===== config.mk =====
export PLATFORM = sky130hd
export DESIGN_NAME = bf16_ln
export DESIGN_NICKNAME = d
export VERILOG_FILES = /design/src/rtl/bf16_pkg.sv /design/src/rtl/bf16_norm_round.sv /design/src/rtl/bf16_ln.sv
export SDC_FILE = /design/constraint.sdc
export NUM_CORES = 1
export LEC_CHECK = 0
export BUFFER_PORTS_ARGS = -buffer_cell sky130_fd_sc_hd__buf_4
export CAP_MARGIN = 15
export CORE_MARGIN = 2
export CORE_UTILIZATION = 35
export DETAILED_ROUTE_END_ITERATION = 6
export PLACE_DENSITY_LB_ADDON = 0.12
export SLEW_MARGIN = 30
export SYNTH_ARGS = -nofsm -noshare
export SYNTH_HDL_FRONTEND = slang
export SYNTH_HIERARCHICAL = 1
export SYNTH_SLANG_ARGS = --single-unit

===== constraint.sdc =====
create_clock -name clk -period 6.01 [get_ports clk]
set_input_delay 0.601 -clock clk [delete_from_list [all_inputs] [get_ports clk]]
set_output_delay 0.601 -clock clk [all_outputs]
set_load 0.01 [all_outputs]

===== src/rtl/bf16_pkg.sv =====
// Shared bfloat16 definitions: field layout, special encodings and the
// piecewise-linear ln(1.m) tables used by the natural-log unit.
package bf16_pkg;

  localparam int BF16_W   = 16;
  localparam int EXP_W    = 8;
  localparam int MAN_W    = 7;
  localparam int SIGN_POS = 15;
  localparam int EXP_LSB  = 7;
  localparam int BIAS     = 127;
  localparam int FRAC_W   = 16;
  localparam int SUM_W    = 25;

  localparam logic [BF16_W-1:0] BF16_POS_INF = 16'h7F80;
  localparam logic [BF16_W-1:0] BF16_NEG_INF = 16'hFF80;
  localparam logic [BF16_W-1:0] BF16_QNAN    = 16'h7FC0;

  localparam logic [FRAC_W-1:0] LN2_Q16 = 16'd45426;

  // Segment k covers mantissa 1 + k/8 .. 1 + (k+1)/8; slope is per 1/128 step.
  localparam logic [FRAC_W-1:0] LN_BASE [8] = '{
    16'd0, 16'd7719, 16'd14624, 16'd20870,
    16'd26573, 16'd31818, 16'd36675, 16'd41196
  };
  localparam logic [8:0] LN_SLOPE [8] = '{
    9'd482, 9'd432, 9'd390, 9'd356, 9'd328, 9'd304, 9'd283, 9'd264
  };

endpackage


===== src/rtl/bf16_norm_round.sv =====
// Converts a signed Q8.16 fixed-point value to bfloat16 with round-to-nearest-even.
module bf16_norm_round
  import bf16_pkg::*;
(
  input  logic signed [SUM_W-1:0]  sum_i,
  output logic        [BF16_W-1:0] data_o
);

  logic [23:0]      mag;
  logic [4:0]       lead;
  logic [23:0]      norm;
  logic [MAN_W-1:0] mant;
  logic             guard;
  logic             sticky;
  logic             roundUp;
  logic [MAN_W:0]   mantRnd;
  logic [EXP_W-1:0] expo;

  // Magnitude never reaches 2^24, so the leading one sits at bit 23 or below.
  always_comb begin
    mag = sum_i[SUM_W-1] ? 24'(-sum_i) : 24'(sum_i);
    lead = '0;
    for (int i = 0; i < 24; i++) begin
      if (mag[i]) lead = 5'(i);
    end
    norm    = mag << (5'd23 - lead);
    mant    = norm[22:16];
    guard   = norm[15];
    sticky  = |norm[14:0];
    roundUp = guard & (sticky | mant[0]);
    mantRnd = {1'b0, mant} + {{MAN_W{1'b0}}, roundUp};
    expo    = 8'd111 + {3'b000, lead} + {7'd0, mantRnd[MAN_W]};
    if (sum_i == '0) begin
      data_o = '0;
    end else begin
      data_o = {sum_i[SUM_W-1], expo, mantRnd[MAN_W-1:0]};
    end
  end

endmodule


===== src/rtl/bf16_ln.sv =====
// Three-stage bfloat16 natural-log unit: classify/lookup, fixed-point sum,
// normalise/round. One global advance enable stalls the whole pipeline.
module bf16_ln
  import bf16_pkg::*;
(
  input  logic              clk,
  input  logic              rst,
  input  logic              in_valid,
  output logic              in_ready,
  input  logic [BF16_W-1:0] data_i,
  output logic              out_valid,
  input  logic              out_ready,
  output logic [BF16_W-1:0] data_o
);

  logic                    en;
  logic                    inSign;
  logic [EXP_W-1:0]        inExp;
  logic [MAN_W-1:0]        inMan;

  logic                    special1_d;
  logic [BF16_W-1:0]       forced1_d;
  logic                    valid1_q;
  logic                    special1_q;
  logic [BF16_W-1:0]       forced1_q;
  logic [EXP_W-1:0]        exp1_q;
  logic [2:0]              seg1_q;
  logic [3:0]              off1_q;

  logic [FRAC_W:0]         frac;
  logic signed [8:0]       expUnb;
  logic signed [SUM_W-1:0] sum2_d;
  logic                    valid2_q;
  logic                    special2_q;
  logic [BF16_W-1:0]       forced2_q;
  logic signed [SUM_W-1:0] sum2_q;

  logic [BF16_W-1:0]       normData;
  logic                    outValid_q;
  logic [BF16_W-1:0]       dataOut_q;

  assign inSign    = data_i[SIGN_POS];
  assign inExp     = data_i[EXP_LSB +: EXP_W];
  assign inMan     = data_i[MAN_W-1:0];
  assign en        = !outValid_q | out_ready;
  assign in_ready  = en;
  assign out_valid = outValid_q;
  assign data_o    = dataOut_q;

  // Denormals flush to zero, so e==0 is checked before the sign.
  always_comb begin
    special1_d = 1'b1;
    forced1_d  = BF16_QNAN;
    if (inExp == '0) begin
      forced1_d = BF16_NEG_INF;
    end else if (inSign) begin
      forced1_d = BF16_QNAN;
    end else if (inExp == '1) begin
      forced1_d = (inMan != '0) ? BF16_QNAN : BF16_POS_INF;
    end else begin
      special1_d = 1'b0;
    end
  end

  always_comb begin
    frac   = 17'(LN_BASE[seg1_q]) + 17'(13'(LN_SLOPE[seg1_q]) * 13'(off1_q));
    expUnb = 9'($signed({1'b0, exp1_q}) - BIAS);
    sum2_d = $signed({{16{expUnb[8]}}, expUnb}) * $signed({9'd0, LN2_Q16})
           + $signed({8'd0, frac});
  end

  bf16_norm_round u_norm_round (
    .sum_i  (sum2_q),
    .data_o (normData)
  );

  always_ff @(posedge clk or negedge rst) begin
    if (!rst) begin
      valid1_q   <= 1'b0;
      special1_q <= 1'b0;
      forced1_q  <= '0;
      exp1_q     <= '0;
      seg1_q     <= '0;
      off1_q     <= '0;
      valid2_q   <= 1'b0;
      special2_q <= 1'b0;
      forced2_q  <= '0;
      sum2_q     <= '0;
      outValid_q <= 1'b0;
      dataOut_q  <= '0;
    end else if (en) begin
      valid1_q <= in_valid;
      if (in_valid) begin
        special1_q <= special1_d;
        forced1_q  <= forced1_d;
        exp1_q     <= inExp;
        seg1_q     <= inMan[6:4];
        off1_q     <= inMan[3:0];
      end
      valid2_q <= valid1_q;
      if (valid1_q) begin
        special2_q <= special1_q;
        forced2_q  <= forced1_q;
        sum2_q     <= sum2_d;
      end
      outValid_q <= valid2_q;
      if (valid2_q) begin
        dataOut_q <= special2_q ? forced2_q : normData;
      end
    end
  end

endmodule


==> impl_metrics.csv, run 1 <==
group,metric,value,unit
status,outcome,"complete, no violations",
clock_network,path_clk_slew,0.06,ns
global_routing,grt_antenna_before_repair,0,
synthesis,yosysSeqAreaShare,15.6,%
synthesis,synth_top_area_cell,"dfrtp_1",
setup_path,cpMaxStageDelayCell,"fa_1",
hold_path,hold_class,"in -> async",
drt,vias,9560,
sta,setup_viol,0,
setup_path,critPathMaxStageDelay,0.54,ns
final_layout,drive_gt1_share,19.8,%
synthesis,yosys.cell_types.count,101,
setup_path,endpoint_kind,"register",
global_routing,grt_pass1_wl,48.1,mm
clock_network,clk-insertion-delay-late,0.35,ns
die,rows,64,
synthesis,synth.area.top_cells,"dfrtp_1 (16%), ha_1 (15%), fa_1 (9.9%)",
sta,relSlewSlack,40.8,%
sta,fin_skew,0.0117,ns
placed_design,dp_hpwl,23.9,mm
synthesis,syn_nets,1524,
sta,finalHoldViolations,0,
drt,drtIter0Drc,373,
synthesis,ys.flop_type,"dfrtp_1",
sta,timing.final.crit_share,95.7,%
sta,fin_tns_setup,0,ns
global_routing,grt_overflow,0,
final_layout,nets,1615,
sta,slew_viol_final,0,
drt,vias_per_cell,5.26,
die,die-area,32100,µm²
clock_network,clockBufferDepth,2,
final_layout,nFillCells,3150,
die,io_pins,38,
die,start_util,35.3,%
setup_path,cp_data_required_time,6.29,ns
clock_network,cts_hold_buf,0,
drt,wl_per_cell,16.1,µm
global_routing,grt_pass1_vias,9539,
final_layout,layout_commonest_cell,"nand2_1",
clock_network,ctsHtreeMaxLevel,3,
clock_network,cts-root-buf,"clkbuf_16",
placed_design,place_congestion,0.851,
synthesis,netlist_area,10700,µm²
drt,drc,0,
sta,fin_crit,5.75,ns
global_routing,grt_use_total,18.8,%
final_layout,insertedDiodeCount,0,
sta,max_freq,174,MHz
clock_network,tritoncts,"yes",
global_routing,grt_max_degree,68,
setup_path,crit_type,"reg -> reg",
setup_path,cp.arrival,6.03,ns
synthesis,avgSynthCellArea,8.10,µm²
run,maxCapViolCount,0,
sta,worstMarginPinSlew,0.886,ns
synthesis,synth_top_area_share,15.6,%
sta,whs,0.274,ns
die,die_x,179,µm
synthesis,ys_warn_count,6,
drt,antenna_left,0,
placed_design,io_buffers,37,
final_layout,final_cell_mix,"nand2_1 (149), inv_1 (140), buf_4 (140), ha_1 (108), o21ai_0 (84)",
clock_network,cts_inserted_buffers,9,
die,core_area,30400,µm²
final_layout,syn_to_final_growth,19.3,%
synthesis,synth-edff-count,0,
drt,firstDrtPassIters,5,
clock_network,cts_sinks,67,
setup_path,worstPathMaxFanout,5,
synthesis,synth_seq_cells,67,
setup_path,worst_setup_path_start_kind,"register",
synthesis,netlist_instances,1326,
synthesis,async_flop_share,100,%
die,die-height,179,µm
drt,totalWireLength,29.3,mm
through the flow:
| step | cells | util (%) | area [µm²] | setup slack [ns] |
|---|---|---|---|---|
| 6_report | 1818 | 42.1 | 12800 | 0.261 |
| 5_1_grt | 1818 | 42.1 | 12800 | -0.0663 |
| 4_1_cts | 1812 | 40.8 | 12400 | 0.00174 |
| 3_5_place_dp | 1794 | 39.4 | 12000 | -0.128 |
| 3_3_place_gp | 1794 | 39.4 | 12000 | -0.0376 |
| 2_1_floorplan | 1326 | - | 10800 | 0.0119 |
synthesized netlist by cell type, types with 8 or more instances:
master,number
nand2_1,151
inv_1,146
ha_1,125
o21ai_0,92
nor2_1,73
dfrtp_1,67
a21oi_1,56
fa_1,53
clkbuf_1,47
xnor2_1,43
mux2i_1,39
xor2_1,38
nor3_1,32
nand3_1,23
and2_1,21
a21o_1,16
nor4_1,16
o211ai_1,16
mux2_2,15
nand2b_1,15
nand4_1,15
nor2b_1,15
and3_1,13
or3_1,13
a31oi_1,12
a211oi_1,10
o21a_1,10
o2111ai_1,8
o31ai_1,8
logic make-up (layout without fill, tap and decap cells):
kind of cell	Yosys count	count (layout)	share of synthesized area, %
xor gates and xnor gates	83	83	6.91
and+or+nand+nor	418	418	19.4
DFF	67	67	15.6
adders and majority gates	178	178	24.4
AOI/OAI and AO/OA	308	308	19.6
other	1	1	0.0349
buffers and inverters	212	308	7.90
muxes	59	59	6.08
path summary, 6_finish.rpt:
path	from	endpoint	slack, ns	depth (start not counted)
min in group clk	valid2_q	out_valid	0.47	2
min	rst	data_o[3]	0.27	1
min reg2reg	valid2_q	out_valid	0.47	2
max reg2reg	seg1_q[0]	sum2_q[23]	0.26	25
max	seg1_q[0]	sum2_q[23]	0.26	25
max in group asynchronous	rst	seg1_q[1]	5.25	1
worst max-delay path: cells and delay by family (launching register included):
| family | cells | cell delay (ns) |
|---|---|---|
| DFF | 1 | 0.39 |
| adders and majority gates | 6 | 2.38 |
| and+or+nand+nor | 5 | 0.95 |
| xor gates and xnor gates | 1 | 0.15 |
| buffers and inverters | 5 | 0.40 |
| AOI/OAI and AO/OA | 8 | 1.36 |
what timing repair did:
action,in CTS,in global routing
buffers inserted,2,6
resized for setup,10,75
endpoints found under the setup margin,9,11
gates cloned,0,0
pin swaps,3,44
registers in the layout, indices dropped and copies added (netlist names), 3 cells and up:
signal     count
data_o        16
exp1_q         8
forced1_q      3
forced2_q      3
off1_q         4
seg1_q         3
sum2_q        25
layout make-up:
cell class | count | area (µm²) | share of cell area [%]
Multi-Input combinational cell | 1047 | 8630 | 67.4
Sequential cell | 67 | 1680 | 13.1
Inverter | 149 | 562 | 4.39
Clock buffer | 10 | 239 | 1.87
Clock inverter | 6 | 111 | 0.869
Tap cell | 396 | 495 | 3.87
Timing Repair Buffer | 143 | 1090 | 8.54
per-layer routing:
| metal | global-route usage [%] | vias up | share of wire, % |
|---|---|---|---|
| met5 | 0 | - | 0 |
| met4 | 4.13 | 0 | 1.3 |
| met3 | 1.93 | 25 | 2.2 |
| met2 | 34.4 | 141 | 50 |
| met1 | 23.7 | 4561 | 46 |
| li1 | - | 4833 | - |
Power of run 1 is left out: the tool's default activity adds up to more than one toggle a clock period on the data nets, which glitch-free logic cannot reach.
==> run 2, diff against run 1 <==
--- a/config.mk
+++ b/config.mk
@@ -5,12 +5,14 @@
 export SDC_FILE = /design/constraint.sdc
 export NUM_CORES = 1
 export LEC_CHECK = 0
+export ABC_AREA = 1
 export BUFFER_PORTS_ARGS = -buffer_cell sky130_fd_sc_hd__buf_4
 export CAP_MARGIN = 15
 export CORE_MARGIN = 2
 export CORE_UTILIZATION = 35
 export DETAILED_ROUTE_END_ITERATION = 6
 export PLACE_DENSITY_LB_ADDON = 0.12
+export SETUP_SLACK_MARGIN = 0.02
 export SLEW_MARGIN = 30
 export SYNTH_ARGS = -nofsm -noshare
 export SYNTH_HDL_FRONTEND = slang
==> impl_metrics.csv, run 2 <==
group,metric,value,unit
setup_path,crit_family,"adder cells",
sta,timing.final.crit_share,94.1,%
setup_path,cp_data_required_time,6.24,ns
setup_path,worstPathMaxFanout,4,
synthesis,synth_top_area_cell,"dfrtp_1",
synthesis,synth-simple-area-share,32.7,%
placed_design,placedInstanceArea,11500,µm²
synthesis,synth_top_area_share,15.9,%
final_layout,largest_register_ff_count,25,
drt,vias,9920,
setup_path,crit_type,"reg -> reg",
setup_path,cp.arrival,5.88,ns
global_routing,grt_antenna_before_repair,1,
global_routing,grt_overflow,0,
synthesis,synth_mux_area_share,0,%
sta,fin_skew,0.0110,ns
clock_network,ctsHtreeMaxLevel,3,
synthesis,synth_fa_ha_area_share,24.9,%
clock_network,cts-root-buf,"clkbuf_16",
synthesis,yosysSeqAreaShare,15.9,%
final_layout,layout_commonest_cell,"nand2_1",
status,outcome,"complete, no violations",
die,die_x,178,µm
die,die-area,31500,µm²
clock_network,tritoncts,"yes",
drt,antenna_left,0,
drt,drc,0,
run,maxCapViolCount,0,
setup_path,r2r_start,"exp1_q[1]",
setup_path,cpMaxStageDelayCell,"fa_1",
clock_network,cts_hold_buf,0,
placed_design,dp_hpwl,23.9,mm
setup_path,crit_start,"exp1_q[1]",
sta,fin_tns_setup,0,ns
global_routing,grt_pass1_vias,9682,
synthesis,avgSynthCellArea,6.61,µm²
setup_path,critPathMaxStageDelay,0.49,ns
global_routing,grt_max_degree,68,
synthesis,netlist_area,10500,µm²
sta,whs,0.247,ns
sta,max_freq,177,MHz
setup_path,endpoint_kind,"register",
synthesis,synth-xor-area-share,4.60,%
placed_design,dp_slack,0.00439,ns
synthesis,syn_nets,1794,
drt,wl_per_cell,13.9,µm
drt,drtIter0Drc,500,
global_routing,grt_pass1_wl,47.7,mm
clock_network,path_clk_slew,0.07,ns
die,rows,63,
setup_path,ff2ff_path_depth,33,
die,die-height,178,µm
setup_path,r2r_slack,0.36,ns
synthesis,synth_seq_cells,67,
placed_design,place_congestion,0.851,
drt,totalWireLength,28.7,mm
final_layout,fin_area,12100,µm²
synthesis,ys_warn_count,6,
synthesis,synth_most_common_cell,"nand2_1",
sta,slew_viol_final,0,
drt,vias_per_cell,4.82,
setup_path,crit_path_frequent_cell,"nand2_1",
global_routing,grt_use_total,18.8,%
sta,finalHoldViolations,0,
synthesis,async_flop_share,100,%
die,core_area,29600,µm²
final_layout,drive_gt1_share,14.1,%
synthesis,synth_top_family_by_area,"simple AND/OR/NAND/NOR gates",
placed_design,io_buffers,37,
hold_path,hold_class,"in -> async",
sta,relSlewSlack,54.4,%
final_layout,nets,1860,
synthesis,yosys.cell_types.count,49,
final_layout,insertedDiodeCount,0,
synthesis,netlist_instances,1596,
synthesis,synth_compound_area_share,9.54,%
synthesis,synth.area.top_cells,"dfrtp_1 (16%), ha_1 (15%), nand2_1 (14%)",
final_layout,final_cell_mix,"nand2_1 (379), inv_1 (276), nand3_1 (168), nor2_1 (117), ha_1 (112)",
synthesis,synth-edff-count,0,
setup_path,worst_setup_path_start_kind,"register",
clock_network,cts_sinks,67,
clock_network,clockBufferDepth,2,
setup_path,cp_num_buf_inv,6,
setup_path,r2r_end,"sum2_q[24]",
final_layout,nFillCells,3226,
die,io_pins,38,
sta,setup_slack,0.355,ns
sta,rsz0062_at_grt,"true",
final_layout,regMostFlops,"sum2_q",
clock_network,clk-insertion-delay-late,0.35,ns
sta,worstMarginPinSlew,0.684,ns
die,start_util,35.6,%
synthesis,ys.flop_type,"dfrtp_1",
final_layout,syn_to_final_growth,15.2,%
clock_network,cts_inserted_buffers,9,
sta,fin_crit,5.65,ns
sta,setup_viol,0,
drt,firstDrtPassIters,4,
synthesis,yosys-top-cells-count,"nand2_1 (390), inv_1 (283), nand3_1 (171)",
-- run 2: cell count changes after synthesis, sizes merged, moves of 15 or more --
cell,delta
nand3,+152
mux2i,-39
xnor2,-28
nand2b,-15
nor3,-20
nand2,+262
nor2b,-15
inv,+147
and2,-21
nor2,+61
mux2,-17
clkbuf,-34
-- run 2: cell families after synthesis --
| logic type | count (synthesis) |
|---|---|
| other | 1 |
| XOR/XNOR | 52 |
| buffers and inverters | 334 |
| adder cells (fa/ha/maj) | 178 |
| AND/OR/NAND/NOR | 779 |
| flip-flops | 67 |
| AO/OA/AOI/OAI | 185 |
-- run 2: worst max path at each step --
stage                  to  slack [ns]  cells past startpoint
3_3_place_gp   sum2_q[22]        0.02                     34
2_1_floorplan  sum2_q[24]        0.18                     27
3_5_place_dp   sum2_q[22]       0.004                     29
4_1_cts        sum2_q[22]        0.02                     29
6_report       sum2_q[24]        0.36                     33
5_1_grt        sum2_q[23]       -0.05                     30
-- run 2: timing repair --
action,4_1_cts,5_1_grt
setup endpoints to repair,2,12
pin swaps,0,33
resized for setup,1,69
setup buffers,0,11
-- run 2: worst reg2reg max path, delay by kind of cell (launching register included) --
kind                       cells  cell delay [ns]
buffers and inverters          6             0.46
DFF                            1             0.38
xor gates and xnor gates       2             0.38
adders and majority gates      7             2.57
and+or+nand+nor               18             1.76
-- run 2: stage by stage --
stage | utilization, % | instances
2_1_floorplan | - | 1596
3_3_place_gp | 38.6 | 2030
3_5_place_dp | 38.6 | 2030
4_1_cts | 39.7 | 2046
5_1_grt | 41.0 | 2057
6_report | 41.0 | 2057
-- run 2: layout make-up --
class	count	area, µm²	share of cell area (%)
timing repair buffer	92	694	5.72
clock buffer	9	225	1.85
inverter	297	1110	9.18
multi-input combinational	1195	7860	64.7
sequential	67	1680	13.8
clock inverter	7	83.8	0.690
tap	390	488	4.02
-- run 2: routing by layer --
| metal | GRT usage [%] | up-vias | wire, µm |
|---|---|---|---|
| met5 | 0 | - | 0 |
| met4 | 3.83 | 0 | 381 |
| met3 | 2.27 | 27 | 631 |
| met2 | 33.9 | 124 | 13900 |
| met1 | 24.1 | 4553 | 13700 |
| li1 | - | 5216 | - |
Power of run 2 is left out for the same reason.
